==> config.mk <==
export PLATFORM = sky130hd
export DESIGN_NAME = kyber_step_seq_flat
export DESIGN_NICKNAME = d
export VERILOG_FILES = /design/src/rtl/kyber_step_seq_pkg.sv /design/src/rtl/kyber_step_seq_if.sv /design/src/rtl/kyber_step_shreg.sv /design/src/rtl/kyber_step_seq.sv /design/src/flat_wrapper.sv
export SDC_FILE = /design/constraint.sdc
export NUM_CORES = 1
export LEC_CHECK = 0
export BUFFER_PORTS_ARGS = -buffer_cell sky130_fd_sc_hd__clkbuf_2
export CORE_UTILIZATION = 46
export DETAILED_ROUTE_END_ITERATION = 6
export PLACE_DENSITY_LB_ADDON = 0.05
export SETUP_SLACK_MARGIN = 0.05
export SYNTH_ARGS = -nofsm -noshare
export SYNTH_HDL_FRONTEND = slang
export SYNTH_SLANG_ARGS = --single-unit
==> constraint.sdc <==
create_clock -name clk -period 2.1 [get_ports clk]
set_input_delay 0.21 -clock clk [delete_from_list [all_inputs] [get_ports clk]]
set_output_delay 0.21 -clock clk [all_outputs]
set_load 0.02 [all_outputs]
==> src/rtl/kyber_step_seq_pkg.sv <==
// kyber_seq_pkg: shared constants and types for the Kyber step sequencer.
//   NSTEP   schedule length / mask width
//   IW      step-index width
//   state_t sequencer FSM states
//   K2..K4  legal module ranks
package kyber_seq_pkg;

    localparam int unsigned NSTEP = 73;
    localparam int unsigned IW    = 7;

    typedef enum logic [2:0] {
        IDLE,
        SCAN,
        ISSUE,
        WAIT,
        FIN
    } state_t;

    localparam logic [2:0] K2 = 3'd2;
    localparam logic [2:0] K3 = 3'd3;
    localparam logic [2:0] K4 = 3'd4;

    function automatic logic k_legal(input logic [2:0] k);
        return (k == K2) || (k == K3) || (k == K4);
    endfunction

endpackage

==> src/rtl/kyber_step_seq_if.sv <==
// kyber_step_seq_if: control and shared-unit handshake bundle of the sequencer.
//   caller side : start, abort, k, sel, patt, eta3, endp -> busy, done, err
//   unit side   : op_done -> op_start, op_eta3, op_idx
//   modport master drives the requests, modport slave is the sequencer.
interface kyber_step_seq_if;
    import kyber_seq_pkg::*;

    logic             start;
    logic             abort;
    logic [2:0]       k;
    logic             sel;
    logic [NSTEP-1:0] patt;
    logic [NSTEP-1:0] eta3;
    logic [NSTEP-1:0] endp;
    logic             op_done;
    logic             op_start;
    logic             op_eta3;
    logic [IW-1:0]    op_idx;
    logic             busy;
    logic             done;
    logic             err;

    modport master (
        output start, abort, k, sel, patt, eta3, endp, op_done,
        input  op_start, op_eta3, op_idx, busy, done, err
    );

    modport slave (
        input  start, abort, k, sel, patt, eta3, endp, op_done,
        output op_start, op_eta3, op_idx, busy, done, err
    );

endinterface

==> src/rtl/kyber_step_shreg.sv <==
// kyber_step_shreg: issue/eta3/end mask registers (parallel load, shift left)
// plus the step counter. Step 0 lives in the MSB, so the head bit is always
// bit NSTEP-1.
//   clk, rst_n          clock, synchronous active-low reset
//   load                capture the masks and clear the step counter
//   shift               advance to the next step
//   patt_in/eta3_in/endp_in  masks to capture
//   head_patt/head_eta3 head bits of the current step
//   head_end            end mark of the current step (forced on the last index)
//   step                current step index
module kyber_step_shreg
    import kyber_seq_pkg::*;
(
    input  logic             clk,
    input  logic             rst_n,
    input  logic             load,
    input  logic             shift,
    input  logic [NSTEP-1:0] patt_in,
    input  logic [NSTEP-1:0] eta3_in,
    input  logic [NSTEP-1:0] endp_in,
    output logic             head_patt,
    output logic             head_eta3,
    output logic             head_end,
    output logic [IW-1:0]    step
);

    logic [NSTEP-1:0] patt_q;
    logic [NSTEP-1:0] eta3_q;
    logic [NSTEP-1:0] endp_q;

    always_ff @(posedge clk) begin
        if (!rst_n) begin
            patt_q <= '0;
            eta3_q <= '0;
            endp_q <= '0;
            step   <= '0;
        end else if (load) begin
            patt_q <= patt_in;
            eta3_q <= eta3_in;
            endp_q <= endp_in;
            step   <= '0;
        end else if (shift) begin
            patt_q <= {patt_q[NSTEP-2:0], 1'b0};
            eta3_q <= {eta3_q[NSTEP-2:0], 1'b0};
            endp_q <= {endp_q[NSTEP-2:0], 1'b0};
            step   <= step + IW'(1);
        end
    end

    assign head_patt = patt_q[NSTEP-1];
    assign head_eta3 = eta3_q[NSTEP-1];
    // The last index always terminates so the counter can never wrap.
    assign head_end  = endp_q[NSTEP-1] | (step == IW'(NSTEP - 1));

endmodule

==> src/rtl/kyber_step_seq.sv <==
// kyber_step_seq: walks a latched 73-step schedule, issuing one-cycle start
// commands to the shared sampling/polynomial unit for each marked step and
// waiting for its completion before moving on.
//   clk, rst_n  clock, synchronous active-low reset
//   bus         kyber_step_seq_if.slave: start/abort/k/sel/masks/op_done in,
//               op_start/op_eta3/op_idx/busy/done/err out
// All outputs are decoded from registered state; nothing combinational from
// the inputs reaches an output.
module kyber_step_seq
    import kyber_seq_pkg::*;
(
    input  logic            clk,
    input  logic            rst_n,
    kyber_step_seq_if.slave bus
);

    state_t        state;
    state_t        state_nx;
    logic          load;
    logic          shift;
    logic          err_q;
    logic          head_patt;
    logic          head_eta3;
    logic          head_end;
    logic [IW-1:0] step;

    kyber_step_shreg u_shreg (
        .clk       (clk),
        .rst_n     (rst_n),
        .load      (load),
        .shift     (shift),
        .patt_in   (bus.patt),
        .eta3_in   (bus.eta3),
        .endp_in   (bus.endp),
        .head_patt (head_patt),
        .head_eta3 (head_eta3),
        .head_end  (head_end),
        .step      (step)
    );

    always_ff @(posedge clk) begin
        if (!rst_n) begin
            state <= IDLE;
            err_q <= 1'b0;
        end else begin
            state <= state_nx;
            err_q <= (state == IDLE) && bus.start && !k_legal(bus.k) && !bus.abort;
        end
    end

    always_comb begin
        state_nx = state;
        load     = 1'b0;
        shift    = 1'b0;
        case (state)
            IDLE: begin
                if (bus.start && k_legal(bus.k)) begin
                    load     = 1'b1;
                    state_nx = SCAN;
                end
            end
            SCAN: begin
                if (head_patt) begin
                    state_nx = ISSUE;
                end else if (head_end) begin
                    state_nx = FIN;
                end else begin
                    shift = 1'b1;
                end
            end
            ISSUE: state_nx = WAIT;
            WAIT: begin
                if (bus.op_done) begin
                    if (head_end) begin
                        state_nx = FIN;
                    end else begin
                        shift    = 1'b1;
                        state_nx = SCAN;
                    end
                end
            end
            FIN:     state_nx = IDLE;
            default: state_nx = IDLE;
        endcase
        // Abort overrides everything, including a load or shift decided above.
        if (bus.abort) begin
            state_nx = IDLE;
            load     = 1'b0;
            shift    = 1'b0;
        end
    end

    assign bus.op_start = (state == ISSUE);
    assign bus.op_eta3  = (state == ISSUE) && head_eta3;
    assign bus.op_idx   = (state == ISSUE) ? step : '0;
    assign bus.busy     = (state != IDLE);
    assign bus.done     = (state == FIN);
    assign bus.err      = err_q;

endmodule

==> src/flat_wrapper.sv <==
// flat-port wrapper written by rule: the top's interface ports become plain ports
module kyber_step_seq_flat import kyber_seq_pkg::*;
  (clk, rst_n, bus_start, bus_abort, bus_k, bus_sel, bus_patt, bus_eta3, bus_endp, bus_op_done, bus_op_start, bus_op_eta3, bus_op_idx, bus_busy, bus_done, bus_err);
  kyber_step_seq_if bus_i ();
  input  logic clk;
  input  logic rst_n;
  input wire logic [$bits(bus_i.start)-1:0] bus_start;
  input wire logic [$bits(bus_i.abort)-1:0] bus_abort;
  input wire logic [$bits(bus_i.k)-1:0] bus_k;
  input wire logic [$bits(bus_i.sel)-1:0] bus_sel;
  input wire logic [$bits(bus_i.patt)-1:0] bus_patt;
  input wire logic [$bits(bus_i.eta3)-1:0] bus_eta3;
  input wire logic [$bits(bus_i.endp)-1:0] bus_endp;
  input wire logic [$bits(bus_i.op_done)-1:0] bus_op_done;
  output wire logic [$bits(bus_i.op_start)-1:0] bus_op_start;
  output wire logic [$bits(bus_i.op_eta3)-1:0] bus_op_eta3;
  output wire logic [$bits(bus_i.op_idx)-1:0] bus_op_idx;
  output wire logic [$bits(bus_i.busy)-1:0] bus_busy;
  output wire logic [$bits(bus_i.done)-1:0] bus_done;
  output wire logic [$bits(bus_i.err)-1:0] bus_err;
  assign bus_i.start = bus_start;
  assign bus_i.abort = bus_abort;
  assign bus_i.k = bus_k;
  assign bus_i.sel = bus_sel;
  assign bus_i.patt = bus_patt;
  assign bus_i.eta3 = bus_eta3;
  assign bus_i.endp = bus_endp;
  assign bus_i.op_done = bus_op_done;
  assign bus_op_start = bus_i.op_start;
  assign bus_op_eta3 = bus_i.op_eta3;
  assign bus_op_idx = bus_i.op_idx;
  assign bus_busy = bus_i.busy;
  assign bus_done = bus_i.done;
  assign bus_err = bus_i.err;
  kyber_step_seq u_core (.clk(clk), .rst_n(rst_n), .bus(bus_i));
endmodule
==> results.yml, run 1 <==
grt:
  grt_use_total_pct: 22.4
  grt_pass1_wl_um: 43200
  grt_pass1_vias: 9087
  grt_max_degree: 90
  antenna_found_initial: 2
  grt_overflow: 0
die:
  core-area_mm2: 0.0221
  pin_count: 240
  num_rows: 54
  initial_core_util_pct: 47.4
  die_x_um: 153
  die_h_um: 153
  die-area_mm2: 0.0234
setup_path:
  crit_fanout: 8
  timing_worst_setup_path_type: "register to register"
  critPathRequiredTime_ns: 2.51
  cp-start-kind: "register"
  crit_chain: "inv_2, ha_4, a31o_4, nor4_4, buf_6, buf_12, clkbuf_16, mux2i_4, o21ai_2"
  arrival_ns: 2.46
  critPathMaxStageDelay_ns: 0.33
  cpMaxStageDelayCell: "dfxtp_2"
  endpoint_kind: "register"
timing:
  finClkSkew_ns: 0.0185
  fmax_ghz: 0.489
  final.setup.tns_ns: 0
  rsz0062_at_grt: "true"
  setup_viol: 0
  maxSlewViolCount: 0
  relSlewSlack_pct: 74.5
  finalCritPeriodShare_pct: 97.3
  tightest_slew_ns: 0.383
  layout_min_cycle_time_ns: 2.04
  finalHoldViolations: 0
  setup_slack_ns: 0.0565
route:
  drtIter0Drc: 281
  finalWirelength_um: 28800
  firstDrtPassIters: 6
  dr_wl_met3_um: 1330
  num_vias: 9003
  routed_via_density: 4.99
  ant_nets: 0
  drt-met1-wl_um: 12700
  top_layer: "met4"
  drc: 0
  wl_per_cell_um: 15.9
  dr_wl_met2_um: 13900
logic_synthesis:
  syn_avg_cell_area_um2: 10.2
  synthTopCellsByArea: "dfxtp_1, mux2i_1, o21ai_2"
  yosys.area.top_type_share_pct: 44.0
  yosys_register_bits: 230
  netlist_area_mm2: 0.0105
  synth.distinct_cells: 43
  synthCells: 1025
  seq_area_frac_synth_pct: 44.0
  synth_nets: 1255
  yosys_warnings: 0
  yosys.area.top_type: "dfxtp_1"
place:
  dp_slack_ns: 0.0179
  gp_congestion: 0.735
  io_buffers: 238
  place_area_mm2: 0.0118
  dpl.hpwl_um: 15400
clock_tree:
  clock_latency_ns: 0.53
  clockBufferDepth: 3
  cts_tree: "done"
  cts_root_buf: "clkbuf_16"
  cts_buffers: 26
  htreeDepth: 1
  clock_sinks: 230
  clk_pin_slew_ns: 0.06
flow_run:
  timing.max_cap.violations: 0
power:
  power.density_mw_per_mm2: 668
  vdd_drop_max_uv: 700
  leakagePower_nw: 5.91
  power_w: 0.0105
final_layout:
  fill_cells: 1643
  postLayoutCoreUtil_pct: 71.4
  syn_to_final_growth_pct: 50.7
  stdcell_area_mm2: 0.0158
  num-nets-final: 1733
  drive_above_1_share_pct: 35.7
min_path:
  hold_path_class: "input port to register"
status:
  status: "finished, final reports clean"
cell usage in the layout (no fill, tap or decap), types with 4 or more instances in the layout:
| cell type | Yosys | routed |
|---|---|---|
| clkbuf_2 | 4 | 238 |
| dfxtp_1 | 230 | 227 |
| nand2_1 | 220 | 220 |
| dlygate4sd3_1 | 0 | 220 |
| mux2i_1 | 217 | 187 |
| o21ai_2 | 150 | 150 |
| clkbuf_16 | 0 | 43 |
| o21ai_1 | 33 | 34 |
| o21ai_0 | 33 | 32 |
| mux2i_2 | 0 | 21 |
| buf_4 | 5 | 19 |
| buf_12 | 12 | 17 |
| clkbuf_8 | 0 | 11 |
| mux2i_4 | 0 | 9 |
| and2_1 | 8 | 8 |
| buf_6 | 24 | 8 |
| nor2_1 | 7 | 7 |
| a21oi_1 | 5 | 5 |
| clkbuf_1 | 18 | 5 |
| buf_16 | 0 | 5 |
| nand3b_1 | 4 | 4 |
per-stage QoR:
stage | hold WS (ns) | cells
after detailed placement | 0.409 | 1507
final | 0.0720 | 1805
after CTS | 0.0369 | 1778
after global routing | 0.0979 | 1805
after global placement | 0.406 | 1507
after floorplan | 0.319 | 1025
critical path: cells and delay by family (launching register included):
family / cells / cell delay [ns]
AO/OA/AOI/OAI: 2 / 0.31
adder cells (fa/ha/maj): 1 / 0.15
buffers and inverters: 4 / 0.63
flip-flops: 1 / 0.33
multiplexers: 1 / 0.23
AND/OR/NAND/NOR: 1 / 0.27
power breakdown:
part           switching (W)  internal, W  total, W  leakage [nW]
registers          0.0000835      0.00450   0.00459          1.87
clock network        0.00177      0.00297   0.00475         0.454
logic               0.000511     0.000695   0.00121          3.59
total                0.00237      0.00817    0.0105          5.91
worst paths after layout:
path,start,to,slack (ns),depth (start not counted)
max reg2reg,u_core.u_shreg.step[1],u_core.u_shreg.eta3_q[59],0.06,9
max,u_core.u_shreg.step[1],u_core.u_shreg.eta3_q[59],0.06,9
min reg2reg,u_core.u_shreg.endp_q[0],u_core.u_shreg.endp_q[0],0.49,2
min,bus_start,u_core.state[0],0.07,4
synth_stat cells (all sizes together):
master	n
mux2i	217
nor4	1
a31o	1
nand3	1
o21ai	216
clkbuf	22
xor2	2
or3b	1
nand4	3
buf	52
ha	2
nand3b	4
nand2	221
dfxtp	230
nor3	1
nor2b	1
nor4b	2
nor3b	3
and4	1
and3	3
inv	5
a311oi	1
a21boi	3
and2	8
nand2b	3
nand4b	1
nor2	8
or4b	1
nor4bb	1
a21o	1
xnor2	3
a21bo	1
a21oi	5
cell families after synthesis:
logic type	synth area share, %
xor gates and xnor gates	0.418
muxes	20.8
and+or+nand+nor	10.8
buffers and inverters	7.26
adders and majority gates	0.239
DFF	44.0
AOI/OAI and AO/OA	16.5
metal layers:
metal / track usage (%) / vias to the layer above
met5: 0 / -
met4: 7.79 / 0
met3: 3.80 / 59
met2: 38.9 / 229
met1: 27.8 / 4158
li1: - / 4557
state kept, by name, summed over array words and instances (netlist names):
| name | flops |
|---|---|
| u_core.state | 3 |
| u_core.u_shreg.patt_q | 73 |
| u_core.u_shreg.endp_q | 73 |
| u_core.bus.err | 1 |
| u_core.u_shreg.eta3_q | 73 |
| u_core.u_shreg.step | 7 |
cell type report:
cell class | instances | area (µm²) | share of cell area (%)
Sequential cell | 230 | 4610 | 29.2
Clock inverter | 5 | 77.6 | 0.492
Multi-Input combinational cell | 717 | 5370 | 34.0
Antenna cell | 2 | 5.00 | 0.0317
Clock buffer | 43 | 846 | 5.36
Inverter | 5 | 18.8 | 0.119
Timing Repair Buffer | 523 | 4500 | 28.6
Tap cell | 280 | 350 | 2.22
timing repair:
| action | in CTS | in global routing |
|---|---|---|
| setup buffers | 2 | 4 |
| gates cloned | 1 | 23 |
| resized for setup | 4 | 68 |
| hold endpoints to repair | 220 | 0 |
| hold buffers | 220 | 0 |
| setup endpoints to repair | 113 | 209 |
| pin swaps | 0 | 5 |
Power figures use the tool's default switching activity.
==> run 2: changes to the inputs <==
Settings changed: CORE_ASPECT_RATIO set to 0.6.
==> results.yml, run 2 (same netlist as run 1, synthesis figures left out) <==
status:
  status: "finished, final reports clean"
setup_path:
  crit_fanout: 21
  r2r_slack_ns: 0.11
  timing_worst_setup_path_type: "register to register"
  arrival_ns: 2.38
  critPathRequiredTime_ns: 2.48
  crit_buf_inv: 3
  cpMaxStageDelayCell: "dfxtp_1"
  crit_family: "buffers and inverters"
  cp-start-kind: "register"
  crit_chain: "inv_1, ha_2, a31o_4, nor4_4, buf_4, clkbuf_16, mux2i_1, o21ai_0"
  critPathMaxStageDelay_ns: 0.33
  endpoint_kind: "register"
place:
  gp_congestion: 0.770
  dp_cells: 1533
  io_buffers: 238
  dpl.hpwl_um: 15700
route:
  firstDrtPassIters: 6
  finalWirelength_um: 27400
  routed_via_density: 4.83
  wl_per_cell_um: 15.2
  ant_nets: 0
  drc: 0
  drtIter0Drc: 284
  num_vias: 8726
timing:
  setup_viol: 0
  layout_min_cycle_time_ns: 1.99
  finalCritPeriodShare_pct: 94.9
  fmax_ghz: 0.502
  finalHoldViolations: 0
  relSlewSlack_pct: 63.1
  maxSlewViolCount: 0
  rsz0062_at_grt: "true"
  tightest_slew_ns: 0.545
  finClkSkew_ns: 0.0102
clock_tree:
  htreeDepth: 1
  clockBufferDepth: 3
  cts_root_buf: "clkbuf_16"
  cts_tree: "done"
  clock_sinks: 230
  cts_buffers: 23
  clock_latency_ns: 0.51
  clk_pin_slew_ns: 0.07
final_layout:
  fill_cells: 1752
  postLayoutCoreUtil_pct: 68.5
  layout_common_cells: "clkbuf_2, dfxtp_1, nand2_1, dlygate4sd3_1, mux2i_1"
  syn_to_final_growth_pct: 45.2
  top_regs: "u_core.u_shreg.endp_q: 73 flops, u_core.u_shreg.eta3_q: 73 flops, u_core.u_shreg.patt_q: 73 flops"
  drive_above_1_share_pct: 33.6
  num-nets-final: 1714
  final_common_cell: "clkbuf_2"
  final_cell_count_no_fill: 1807
die:
  pin_count: 240
  die-area_mm2: 0.0234
  die_x_um: 197
  core-area_mm2: 0.0222
  die_h_um: 119
  initial_core_util_pct: 47.2
  num_rows: 42
grt:
  grt_overflow: 0
  grt_pass1_wl_um: 42700
  antenna_found_initial: 1
  met2_usage_pct: 36.9
  grt_use_total_pct: 22.1
  busiest_layer: "met2"
  grt_util_met3_pct: 3.65
  met1_usage_pct: 30.0
  grt_pass1_vias: 8709
  grt_max_degree: 81
power:
  power.density_mw_per_mm2: 664
  leakagePower_nw: 5.68
  vdd_drop_max_uv: 581
flow_run:
  timing.max_cap.violations: 0
min_path:
  hold_path_class: "input port to register"
==> run 2: changes by cell type in the layout (fill, tap and decap cells not counted), sizes merged <==
cell,before,now
clkinvlp,1,2
clkbuf,297,273
diode,2,1
clkinv,2,5
buf,49,42
bufinv,2,4
==> run 2: metrics by stage <==
step	TNS, ns	setup slack (ns)	total power, W	hold WS, ns	instance area, µm²
after floorplan	0	0.166	0.00517	0.319	10500
after global placement	0	0.0558	0.00543	0.408	11800
after detailed placement	0	0.0116	0.00544	0.410	11800
after CTS	0	0.0203	0.0102	0.0565	14800
after global routing	-0.00129	-0.00129	0.0105	0.0721	15200
final	0	0.106	0.0101	0.0817	15200
==> run 2: cell type report <==
cell class	instances	area, µm²	area share, %
antenna	1	2.50	0.0165
clock buffer	28	634	4.17
clock inverter	11	160	1.05
inverter	5	18.8	0.123
multi-input combinational	717	5250	34.5
sequential	230	4610	30.3
tap	308	385	2.54
timing repair buffer	507	4140	27.3
==> run 2: final timing paths <==
kind                                to                      from  cells after the start
max          u_core.u_shreg.patt_q[31]    u_core.u_shreg.step[1]                      8
min                     u_core.bus.err                 bus_start                      3
max reg2reg  u_core.u_shreg.patt_q[31]    u_core.u_shreg.step[1]                      8
min reg2reg   u_core.u_shreg.patt_q[0]  u_core.u_shreg.patt_q[0]                      2
==> run 2: worst register-to-register path, delay by kind of cell, from the launching register on <==
kind                     cells  cell delay [ns]
buffers and inverters        3             0.58
flip-flops                   1             0.33
AO/OA/AOI/OAI                2             0.33
AND/OR/NAND/NOR              1             0.27
multiplexers                 1             0.21
adder cells (fa/ha/maj)      1             0.16
==> run 2: power by group <==
part | switching (W) | internal [W]
Combinational | 0.000496 | 0.000659
Clock | 0.00173 | 0.00263
Sequential | 0.0000772 | 0.00450
==> run 2: per-layer routing <==
metal,up-vias,share of wire (%)
met5,-,0
met4,0,1.9
met3,35,4.0
met2,181,46
met1,4013,49
li1,4497,-
==> run 2: repair_timing <==
action / in CTS / in global routing
pin swaps: 1 / 0
buffers inserted: 1 / 2
endpoints found under the setup margin: 123 / 225
endpoints found under the hold margin: 220 / 0
gates cloned: 1 / 10
hold buffers: 220 / 0
gates resized for setup: 2 / 39
==> run 3: changes to the inputs <==
Settings changed: PLACE_DENSITY_LB_ADDON 0.05 to 0.2.
==> results.yml, run 3 (same netlist as run 1, synthesis figures left out) <==
power:
  seq_power_share_pct: 45.6
  power_w: 0.0100
  leakagePower_nw: 5.71
  sw_frac_of_total_pct: 23.7
  p_int_w: 0.00767
  vdd_drop_max_uv: 473
  power_switching_w: 0.00238
  p_clk_share_pct: 42.5
  power.density_mw_per_mm2: 660
  comb_power_share_pct: 11.8
grt:
  grt_use_total_pct: 23.1
  grt_max_degree: 109
  grt_pass1_vias: 9001
  grt_pass1_wl_um: 44400
  antenna_found_initial: 0
  grt_overflow: 0
setup_path:
  endpoint_kind: "register"
  r2r_slack_ns: 0.07
  cp.depth: 9
  critPathMaxStageDelay_ns: 0.32
  cpMaxStageDelayCell: "dfxtp_2"
  rr_startpoint: "u_core.u_shreg.step[0]"
  cp-start-kind: "register"
  crit_start: "u_core.u_shreg.step[0]"
  ff2ff_path_depth: 9
  critPathRequiredTime_ns: 2.50
  timing_worst_setup_path_type: "register to register"
  crit_fanout: 22
  crit_path_end: "u_core.u_shreg.eta3_q[63]"
  arrival_ns: 2.43
  rr_endpoint: "u_core.u_shreg.eta3_q[63]"
  crit_buf_inv: 4
  crit_family: "buffers and inverters"
  crit_chain: "inv_1, ha_2, a31o_4, nor4_4, buf_4, buf_6, buf_12, mux2i_2, o21ai_2"
timing:
  finalCritPeriodShare_pct: 96.9
  setup_slack_ns: 0.0656
  rsz0062_at_grt: "true"
  fmax_ghz: 0.492
  maxSlewViolCount: 0
  setup_viol: 0
  finClkSkew_ns: 0.0107
  finalHoldViolations: 0
  relSlewSlack_pct: 58.2
  tightest_slew_ns: 0.618
  layout_min_cycle_time_ns: 2.03
clock_tree:
  cts_buffers: 23
  clk_pin_slew_ns: 0.07
  clockBufferDepth: 3
  clock_sinks: 230
  cts_root_buf: "clkbuf_16"
  htreeDepth: 1
  clock_latency_ns: 0.50
  cts_tree: "done"
place:
  gp_congestion: 0.762
  place_area_mm2: 0.0118
  dp_slack_ns: -0.00697
  io_buffers: 238
  dpl.hpwl_um: 15900
die:
  die_h_um: 119
  num_rows: 42
  initial_core_util_pct: 47.2
  core-area_mm2: 0.0222
  die-area_mm2: 0.0234
  pin_count: 240
  die_x_um: 197
final_layout:
  num-nets-final: 1721
  diodes: 0
  top_regs: "u_core.u_shreg.endp_q: 73 flops, u_core.u_shreg.eta3_q: 73 flops, u_core.u_shreg.patt_q: 73 flops"
  syn_to_final_growth_pct: 45.5
  postLayoutCoreUtil_pct: 68.7
  layout_common_cells: "clkbuf_2, dfxtp_1, nand2_1"
  final_common_cell: "clkbuf_2"
  fill_cells: 1625
  stdcell_area_mm2: 0.0152
  drive_above_1_share_pct: 34.6
route:
  top_layer: "met4"
  drt-met1-wl_um: 13400
  finalWirelength_um: 28900
  drc: 0
  firstDrtPassIters: 4
  ant_nets: 0
  wl_per_cell_um: 15.9
  dr_wl_met3_um: 1210
  dr_wl_met2_um: 13700
  routed_via_density: 4.97
  drtIter0Drc: 353
  num_vias: 9029
status:
  status: "finished, final reports clean"
flow_run:
  timing.max_cap.violations: 0
min_path:
  whs_path_depth: 3
  hold_path_class: "input port to register"
run 3: cell types whose count changed in the layout (fill, tap and decap cells not counted), moves of 2 or more:
cell / before / now
buf_12: 9 / 13
buf_4: 21 / 27
buf_6: 2 / 6
buf_8: 3 / 0
clkbuf_16: 30 / 28
clkinv_2: 5 / 8
mux2i_1: 204 / 196
mux2i_2: 9 / 18
run 3: tightest hold or removal path: cells and delay by family:
family          cells  cell delay [ns]
buf+inv             1             0.09
compound gates      2             0.18
run 3: area by class of cell:
type / count / area (µm²) / share of cell area, %
Inverter: 5 / 18.8 / 0.123
Clock buffer: 27 / 621 / 4.08
Tap cell: 308 / 385 / 2.53
Sequential cell: 230 / 4610 / 30.3
Multi-Input combinational cell: 717 / 5260 / 34.5
Timing Repair Buffer: 514 / 4180 / 27.5
Clock inverter: 14 / 154 / 1.01
run 3: metrics by stage:
stage / instances / setup TNS (ns) / hold slack (ns)
3_3_place_gp: 1536 / 0 / 0.406
5_1_grt: 1815 / -3.25 / 0.0560
4_1_cts: 1796 / 0 / 0.00360
2_1_floorplan: 1025 / 0 / 0.319
3_5_place_dp: 1536 / -0.00697 / 0.409
6_report: 1815 / 0 / 0.0231
run 3: routing by layer:
metal / track usage (%) / vias to the layer above
li1: - / 4525
met3: 3.65 / 53
met1: 31.2 / 4221
met4: 5.67 / 0
met2: 38.5 / 230
met5: 0 / -
run 3: repair_timing:
item | CTS | global route
hold buffers | 219 | 0
endpoints found under the hold margin | 219 | 0
setup endpoints to repair | 126 | 199
cloned | 0 | 8
buffers inserted | 0 | 11
pin swaps | 0 | 1
resized for setup | 1 | 43
run 3: worst min-delay path by stage:
| stage | from | end |
|---|---|---|
| 4_1_cts | bus_endp[72] | u_core.u_shreg.endp_q[72] |
| 2_1_floorplan | bus_patt[27] | u_core.u_shreg.patt_q[27] |
| 3_3_place_gp | bus_patt[54] | u_core.u_shreg.patt_q[54] |
| 5_1_grt | bus_endp[72] | u_core.u_shreg.endp_q[72] |
| 3_5_place_dp | bus_patt[44] | u_core.u_shreg.patt_q[44] |
| 6_report | bus_endp[72] | u_core.u_shreg.endp_q[72] |
run 3: power groups by stage:
stage               clock, W  sequential [W]  combinational (W)
floorplan                  0         0.00465           0.000519
global placement           0         0.00467           0.000773
detailed placement         0         0.00467           0.000783
CTS                  0.00435         0.00457            0.00111
global route         0.00454         0.00459            0.00127
finish               0.00427         0.00458            0.00119
